===== src/rtl/sysio_axi_arb_pkg.sv =====
// Shared definitions for the sysio two-master AXI4-Lite arbiter.
//   MstIdxW    : width of a master index (two masters)
//   MemAddrBus : system address bus width
//   MemBus     : system data bus width
//   rd_state_e : read-channel FSM encoding
package sysio_axi_arb_pkg;

  localparam int unsigned MstIdxW    = 1;
  localparam int unsigned MemAddrBus = 32;
  localparam int unsigned MemBus     = 32;

  typedef enum logic {
    RD_IDLE = 1'b0,
    RD_WAIT = 1'b1
  } rd_state_e;

endpackage


===== src/rtl/sysio_arb_rr2.sv =====
// 2-way arbiter grant with a round-robin pointer register.
// Ports:
//   clk, rst_n : clock, asynchronous active-low reset
//   req[1:0]   : request per master
//   advance    : the current grant completed a handshake this cycle
//   gnt_idx    : index of the granted master (0 when nobody requests)
// Build option SYSIO_ARB_FIXED_PRIO_EN: master 0 always wins, no pointer.
module sysio_arb_rr2
  import sysio_axi_arb_pkg::*;
(
  input  logic               clk,
  input  logic               rst_n,
  input  logic [1:0]         req,
  input  logic               advance,
  output logic [MstIdxW-1:0] gnt_idx
);

`ifdef SYSIO_ARB_FIXED_PRIO_EN

  assign gnt_idx = ~req[0] & req[1];

  // Pointer-less build; keep the common port list.
  logic unused_ok;
  assign unused_ok = ^{clk, rst_n, advance};

`else

  logic [MstIdxW-1:0] ptr_q;

  always_ff @(posedge clk or negedge rst_n) begin
    if (!rst_n) begin
      ptr_q <= '0;
    end else if (advance) begin
      // The master just served drops to lowest priority.
      ptr_q <= ~gnt_idx;
    end
  end

  always_comb begin
    unique case (req)
      2'b11:   gnt_idx = ptr_q;
      2'b10:   gnt_idx = 1'b1;
      default: gnt_idx = 1'b0;
    endcase
  end

`endif

endmodule


===== src/rtl/sysio_axi_arb.sv =====
// Two-master to one-slave AXI4-Lite arbiter in front of the sysio slave port.
// Master 0 is the core LSU, master 1 the debug/DMA master. Writes (AW+W issued
// together, no B channel) and reads arbitrate independently; at most one read
// is outstanding, and its R beat is routed by the registered owner index.
// Ports:
//   clk, rst_n          : clock, asynchronous active-low reset
//   m0_* / m1_*         : master-side AW, W, AR, R channels
//   s_*                 : slave-side AW, W, AR, R channels toward sysio
// Build option SYSIO_ARB_FIXED_PRIO_EN: master 0 wins all contention.
module sysio_axi_arb
  import sysio_axi_arb_pkg::*;
#(
  parameter int unsigned AW = MemAddrBus,
  parameter int unsigned DW = MemBus
) (
  input  logic          clk,
  input  logic          rst_n,
  // Master 0
  input  logic [AW-1:0] m0_awaddr,
  input  logic          m0_awvalid,
  output logic          m0_awready,
  input  logic [DW-1:0] m0_wdata,
  input  logic [3:0]    m0_wstrb,
  input  logic          m0_wvalid,
  output logic          m0_wready,
  input  logic [AW-1:0] m0_araddr,
  input  logic          m0_arvalid,
  output logic          m0_arready,
  output logic [DW-1:0] m0_rdata,
  output logic          m0_rvalid,
  input  logic          m0_rready,
  // Master 1
  input  logic [AW-1:0] m1_awaddr,
  input  logic          m1_awvalid,
  output logic          m1_awready,
  input  logic [DW-1:0] m1_wdata,
  input  logic [3:0]    m1_wstrb,
  input  logic          m1_wvalid,
  output logic          m1_wready,
  input  logic [AW-1:0] m1_araddr,
  input  logic          m1_arvalid,
  output logic          m1_arready,
  output logic [DW-1:0] m1_rdata,
  output logic          m1_rvalid,
  input  logic          m1_rready,
  // Slave (sysio)
  output logic [AW-1:0] s_awaddr,
  output logic          s_awvalid,
  input  logic          s_awready,
  output logic [DW-1:0] s_wdata,
  output logic [3:0]    s_wstrb,
  output logic          s_wvalid,
  input  logic          s_wready,
  output logic [AW-1:0] s_araddr,
  output logic          s_arvalid,
  input  logic          s_arready,
  input  logic [DW-1:0] s_rdata,
  input  logic          s_rvalid,
  output logic          s_rready
);

  logic [1:0]         wr_req, rd_req;
  logic [MstIdxW-1:0] wr_gnt, rd_gnt;
  logic               wr_hs, ar_allow, ar_hs, r_hs, r_pend;
  rd_state_e          rd_state_q, rd_state_d;
  logic [MstIdxW-1:0] rd_owner_q;

  // ---------------------------------------------------------------- writes
  assign wr_req = {m1_awvalid & m1_wvalid, m0_awvalid & m0_wvalid};

  sysio_arb_rr2 u_wr_arb (
    .clk     (clk),
    .rst_n   (rst_n),
    .req     (wr_req),
    .advance (wr_hs),
    .gnt_idx (wr_gnt)
  );

  assign s_awaddr  = wr_gnt[0] ? m1_awaddr : m0_awaddr;
  assign s_wdata   = wr_gnt[0] ? m1_wdata  : m0_wdata;
  assign s_wstrb   = wr_gnt[0] ? m1_wstrb  : m0_wstrb;
  // Outputs held quiet during reset regardless of master activity.
  assign s_awvalid = rst_n & (|wr_req);
  assign s_wvalid  = s_awvalid;
  assign wr_hs     = s_awvalid & s_awready & s_wready;

  assign m0_awready = wr_hs & ~wr_gnt[0];
  assign m0_wready  = wr_hs & ~wr_gnt[0];
  assign m1_awready = wr_hs &  wr_gnt[0];
  assign m1_wready  = wr_hs &  wr_gnt[0];

  // ----------------------------------------------------------------- reads
  assign rd_req = {m1_arvalid, m0_arvalid};
  assign r_pend = (rd_state_q == RD_WAIT);

  assign s_rready = rd_owner_q[0] ? m1_rready : m0_rready;
  assign r_hs     = r_pend & s_rvalid & s_rready;
  // A new AR may only go out when nothing is outstanding after this cycle.
  assign ar_allow = ~r_pend | r_hs;

  sysio_arb_rr2 u_rd_arb (
    .clk     (clk),
    .rst_n   (rst_n),
    .req     (rd_req),
    .advance (ar_hs),
    .gnt_idx (rd_gnt)
  );

  assign s_araddr  = rd_gnt[0] ? m1_araddr : m0_araddr;
  assign s_arvalid = rst_n & (|rd_req) & ar_allow;
  assign ar_hs     = s_arvalid & s_arready;

  assign m0_arready = ar_hs & ~rd_gnt[0];
  assign m1_arready = ar_hs &  rd_gnt[0];

  // R routing uses the registered owner; rvalid is only honoured while a read
  // is outstanding so an async reset silences it immediately.
  assign m0_rvalid = r_pend & ~rd_owner_q[0] & s_rvalid;
  assign m1_rvalid = r_pend &  rd_owner_q[0] & s_rvalid;
  assign m0_rdata  = (r_pend & ~rd_owner_q[0]) ? s_rdata : '0;
  assign m1_rdata  = (r_pend &  rd_owner_q[0]) ? s_rdata : '0;

  always_comb begin
    rd_state_d = rd_state_q;
    unique case (rd_state_q)
      RD_IDLE: if (ar_hs) rd_state_d = RD_WAIT;
      RD_WAIT: if (r_hs && !ar_hs) rd_state_d = RD_IDLE;
      default: rd_state_d = RD_IDLE;
    endcase
  end

  always_ff @(posedge clk or negedge rst_n) begin
    if (!rst_n) begin
      rd_state_q <= RD_IDLE;
      rd_owner_q <= '0;
    end else begin
      rd_state_q <= rd_state_d;
      if (ar_hs) rd_owner_q <= rd_gnt;
    end
  end

endmodule


===== config.mk =====
export PLATFORM = sky130hd
export DESIGN_NAME = sysio_axi_arb
export DESIGN_NICKNAME = d
export VERILOG_FILES = /design/src/rtl/sysio_axi_arb_pkg.sv /design/src/rtl/sysio_arb_rr2.sv /design/src/rtl/sysio_axi_arb.sv
export SDC_FILE = /design/constraint.sdc
export NUM_CORES = 1
export LEC_CHECK = 0
export CAP_MARGIN = 20
export CORE_AREA = 10 10 157 159
export CTS_BUF_LIST = sky130_fd_sc_hd__clkbuf_8
export DETAILED_ROUTE_END_ITERATION = 8
export DIE_AREA = 0 0 167 169
export REMOVE_ABC_BUFFERS = 1
export SLEW_MARGIN = 20
export SYNTH_ARGS = -nofsm -noshare
export SYNTH_HDL_FRONTEND = slang
export SYNTH_SLANG_ARGS = --single-unit

===== constraint.sdc =====
create_clock -name clk -period 1.4 [get_ports clk]
set_input_delay 0.28 -clock clk [delete_from_list [all_inputs] [get_ports clk]]
set_output_delay 0.28 -clock clk [all_outputs]
set_load 0.02 [all_outputs]

==> Yosys cells after proc, flatten, opt, wreduce, memory -nomap -nowiden <==
Cells that the tools add are included.
{ "totals": {"word_cells": 47, "in_bits": 246, "register_bits": 4} }
{ "op_classes": {"eq_ne": 4, "bitwise": 23, "mux": 12, "reduce_logical": 4} }
{ "ops": {"columns": ["operator", "count"], "rows": [
  ["32-bit two-way mux", 5],
  ["1-bit bitwise AND", 18],
  ["2-bit == test, second input constant", 4],
  ["1-bit one-hot mux with 2 select lines", 3],
  ["4-bit two-way mux", 1],
  ["1-bit NOT", 4],
  ["2-bit OR reduction", 2],
  ["1-bit two-way mux", 3],
  ["1-bit logical AND", 1],
  ["1-bit zero test", 1],
  ["1-bit bitwise OR", 1]
]} }

==> Depth between registers and ports, before layout <==
Gate-level depths: netlist (run 1).
{ "depth": {"ltp_word": 9, "depth_mapped": 5, "mapped_depth_nobuf": 4} }

==> By module <==
Synthesis (run 1) repeated with hierarchy kept, for this count alone.
{ "unflattened": {"hier_cells": 224, "hier_area_um2": 2003.2} }
{ "modules_own_cells": {"columns": ["mod", "seq_area_each_um2", "cells_per_inst", "area_each_um2", "instances"], "rows": [
  ["sysio_axi_arb", 50.0, 214, 1890.6, 1],
  ["sysio_arb_rr2", 25.0, 5, 56.3, 2]
]} }

==> Worst setup path before layout (run 1) <==
No wires, ideal clock.
{ "synth_timing": {"kind": "reg-to-output", "from": "register u_wr_arb.ptr_q", "to": "output m0_wready", "setup_slack_ps": -394, "n_path_buf": 2, "arrival_time_ps": 1514, "t_required_ps": 1120, "stages_incl_launch_ff": 5, "cell_sequence": "dfrtp_1 o211ai_4 buf_4 nor2b_1 buf_4"} }
{ "synth_between": {"elab_chain_cells": 3} }
{ "synth_lines": {"columns": ["element", "line_no", "rtl"], "rows": [
  ["from (decl)", "sysio_arb_rr2.sv:28", "logic [MstIdxW-1:0] ptr_q;"],
  ["from (signal assigned)", "sysio_arb_rr2.sv:35", "ptr_q <= ~gnt_idx;"],
  ["1-bit one-hot mux with 2 select lines", "sysio_arb_rr2.sv:40", "unique case (req)"],
  ["1-bit NOT", null, null],
  ["1-bit bitwise AND", null, null],
  ["to (decl)", "sysio_axi_arb.sv:25", "output logic m0_wready,"]
]} }
No other way between the ends.

==> Worst setup path in the final report (run 1) <==
{ "layout_timing": {"from": "register u_wr_arb.ptr_q", "to": "output s_awaddr[29]"} }
{ "layout_between": {"elab_chain_cells": 2} }
{ "layout_lines": {"columns": ["element", "line_no", "rtl"], "rows": [
  ["1-bit one-hot mux with 2 select lines", "sysio_arb_rr2.sv:40", null],
  ["32-bit two-way mux", "sysio_axi_arb.sv:79", "assign s_awaddr = wr_gnt[0] ? m1_awaddr : m0_awaddr;"],
  ["to (decl)", "sysio_axi_arb.sv:47", "output logic [AW-1:0] s_awaddr,"]
]} }
No other way between the ends.

==> results of run 1 <==
through the flow:
step / util (%) / total power, mW / worst slack, ns
2_1_floorplan: - / 2.07 / -1.21
3_3_place_gp: 31.0 / 4.62 / -1.28
3_5_place_dp: 31.0 / 4.61 / -1.24
4_1_cts: 40.0 / 7.45 / -0.840
5_1_grt: 40.3 / 7.83 / -0.780
6_report: 40.3 / 7.47 / -0.733
final cells by class:
type | count | area [um2]
diodes | 2 | 5.00
clock buffers | 3 | 41.3
fillers | 2061 | 12900
inverters | 3 | 11.3
multi-input cells | 188 | 2370
flip-flops and latches | 4 | 103
well taps | 280 | 350
repair buffers | 529 | 5800
state kept, by name, summed over array words and instances (netlist names):
name and flops:
r_pend 1, rd_owner_q 1, u_rd_arb.ptr_q 1, u_wr_arb.ptr_q 1
layout by cell type, fill, tap and decap left out, types with 2 or more instances in the layout:
cell type / n
buf_4: 22
dfrtp_1: 2
clkbuf_8: 3
inv_1: 2
buf_6: 229
mux2_4: 94
dfrtp_2: 2
buf_16: 6
mux2_2: 7
dlygate4sd2_1: 2
buf_8: 10
diode_2: 2
and3_4: 33
and2_4: 35
buf_12: 14
clkdlybuf4s50_1: 238
buf_2: 6
where the power goes:
part           switching [mW]  total (mW)  internal (mW)
sequential             0.0456       0.210          0.165
clock                  0.0779       0.263          0.185
combinational            2.71        7.00           4.29
critical path, stage by stage (launching register included):
cell      delay (ns)
dfrtp_1         0.40
o211ai_4        0.19
buf_6           0.14
buf_12          0.12
buf_12          0.12
buf_16          0.12
buf_6           0.09
mux2_4          0.32
buf_6           0.14
final timing paths:
kind / from / endpoint / slack [ns]
max: u_wr_arb.ptr_q$_DFFE_PN0N_ / s_awaddr[29] / -0.73
min: rst_n / u_wr_arb.ptr_q$_DFFE_PN0N_ / 0.16
max reg2reg: rd_owner_q$_DFFE_PN0P_ / u_rd_arb.ptr_q$_DFFE_PN0P_ / -0.36
min reg2reg: u_rd_arb.ptr_q$_DFFE_PN0P_ / u_rd_arb.ptr_q$_DFFE_PN0P_ / 0.59
max in group asynchronous: rst_n / r_pend$_DFF_PN0_ / 1.11
min in group clk: u_rd_arb.ptr_q$_DFFE_PN0P_ / u_rd_arb.ptr_q$_DFFE_PN0P_ / 0.59
Yosys cell counts:
cell / n
and3_1: 33
nand2b_1: 1
buf_6: 7
a22o_1: 1
clkbuf_1: 9
dfrtp_1: 4
nor3_1: 1
and2b_1: 1
o21ai_0: 1
o21ai_4: 1
mux2_2: 93
mux2i_1: 2
o211ai_1: 1
clkbuf_2: 1
a211oi_2: 1
nand2_1: 1
inv_1: 3
mux2_1: 9
nor2_1: 2
o211ai_4: 1
and2_1: 35
a21boi_1: 1
nand4_1: 1
nor2b_1: 2
buf_4: 7
repair_timing:
item                                    4_1_cts  5_1_grt
pin swaps                                    13       23
resized for setup                          1267       96
cloned                                       12        1
setup buffers                                83       13
endpoints found under the hold margin         0        0
endpoints found under the setup margin      179      179
metal layers:
layer  GRT usage, %  vias up
met4           3.05        0
li1               -     1812
met5              0        -
met2           26.2      241
met1           13.3     1793
met3           6.58       18
kinds of logic after synthesis:
group	count (synthesis)	share of synthesized area, %
AOI/OAI and AO/OA	7	3.94
buffers and inverters	27	9.06
DFF	4	5.00
muxes	104	58.3
and+or+nand+nor	77	23.7
==> impl_results.md, run 1 <==
* Die width at 167 um
* Final period utilization at 152%
* Finished Cell Area at 8680 um2
* WS Path Type: reg -> out
* Layout Nets at 975
* Minimum clock period at 2.13 ns
* Failing checks: negative setup slack
* Drt pass-1 iters at 4
* Crit path capture type: output pin
* Total CTS buffers at 3
* Drt first-iter violations at 102
* I/O Buffers at 421
* Max Slew Vio Count at 0
* Crit path DAT at 1.85 ns
* Register area share after synthesis at 5.00%
* CTS tree: yes
* Crit-path max FO at 7
* Wire length per cell at 21.0 um
* Cells on worst reg2reg path at 7
* Leak at 4.05 nW
* GRT overflow at 0
* Worst vdd ir at 0.000440 V
* Worst-Skew Late Latency at 0.22 ns
* FMAX at 469 MHz
* MaxCap Viol Count at 0
* Non-Filler Instances at 1009
* Final hold slack at 0.160 ns
* DR WL met2 at 11400 um
* Vias at 3864
* Data required time of the critical path at 1.12 ns
* Yosys cell types at 25
* Warnings from Yosys at 0
* Area Overhead vs Synth at 333%
* Number of top-level pins at 422
* RSZ-0062 raised after global routing: true
* Final wirelength at 21200 um
* Share of cells above drive strength 1 at 65.1%
* Synth top area cells: mux2_2 52%, and2_1 11%, and3_1 10%
* Global-route wire length before repair at 30100 um
* Highest Signal Layer: met4
* DR DRC count at 0
* Worst slew margin at 73.6%
* CTS Root Cell: clkbuf_8
* Pin slew with the least headroom to its limit at 0.394 ns
* HPWL after DPL at 16400 um
* Gpl congestion at 0.864
* Pin count of the biggest net entering global routing at 27
* Clk slew on worst S/H paths at 0.04 ns
* Max Root-Sink Buffers at 2
* CP startpoint kind: flop
* Count of final setup violators at 177
* Setup TNS at -86.15 ns
* Hold Vio Cnt, Final at 0
* Initial antenna violation count at 2
* Final worst slack at -0.733 ns
* Status: finished with violations
* Top cell type's share of synthesized area at 52.3%
* Starting Density at 9.29%
* Max Clock Skew at 0.00661 ns
* Mapped Cells at 219
* DRT antenna net count at 0
* DR WL met3 at 2350 um
* Power per cell area at 860 nW/um2
* Met1 WL at 7090 um
* CTS hold repair buffers at 0
* Die area at 28200 um2
* Synthesis-stage register bit count at 4
* Mapped cell area at 2000 um2
* Clk sinks at 4
* Placed Area at 6690 um2
* H-tree lvl count at 1
* Vias in the first global route at 4575
* Row count at 54
* Syn avg cell area at 9.15 um2
* Worst hold path type: in -> async
* Vias per inst at 3.83
* Core Region at 21600 um2
* Post-synth top area cell: mux2_2
* All-layer global routing usage at 13.8%
* Cells after DPL at 925
* Die height at 169 um
(Power assumes the default switching activity.)
==> inputs of run 2 (changes only) <==
--- a/config.mk
+++ b/config.mk
@@ -10,6 +10,7 @@
 export CTS_BUF_LIST = sky130_fd_sc_hd__clkbuf_8
 export DETAILED_ROUTE_END_ITERATION = 8
 export DIE_AREA = 0 0 167 169
+export GPL_ROUTABILITY_DRIVEN = 0
 export REMOVE_ABC_BUFFERS = 1
 export SLEW_MARGIN = 20
 export SYNTH_ARGS = -nofsm -noshare
==> results of run 2 <==
Same layout as run 1: the final DEF is identical, and so are final timing and power.
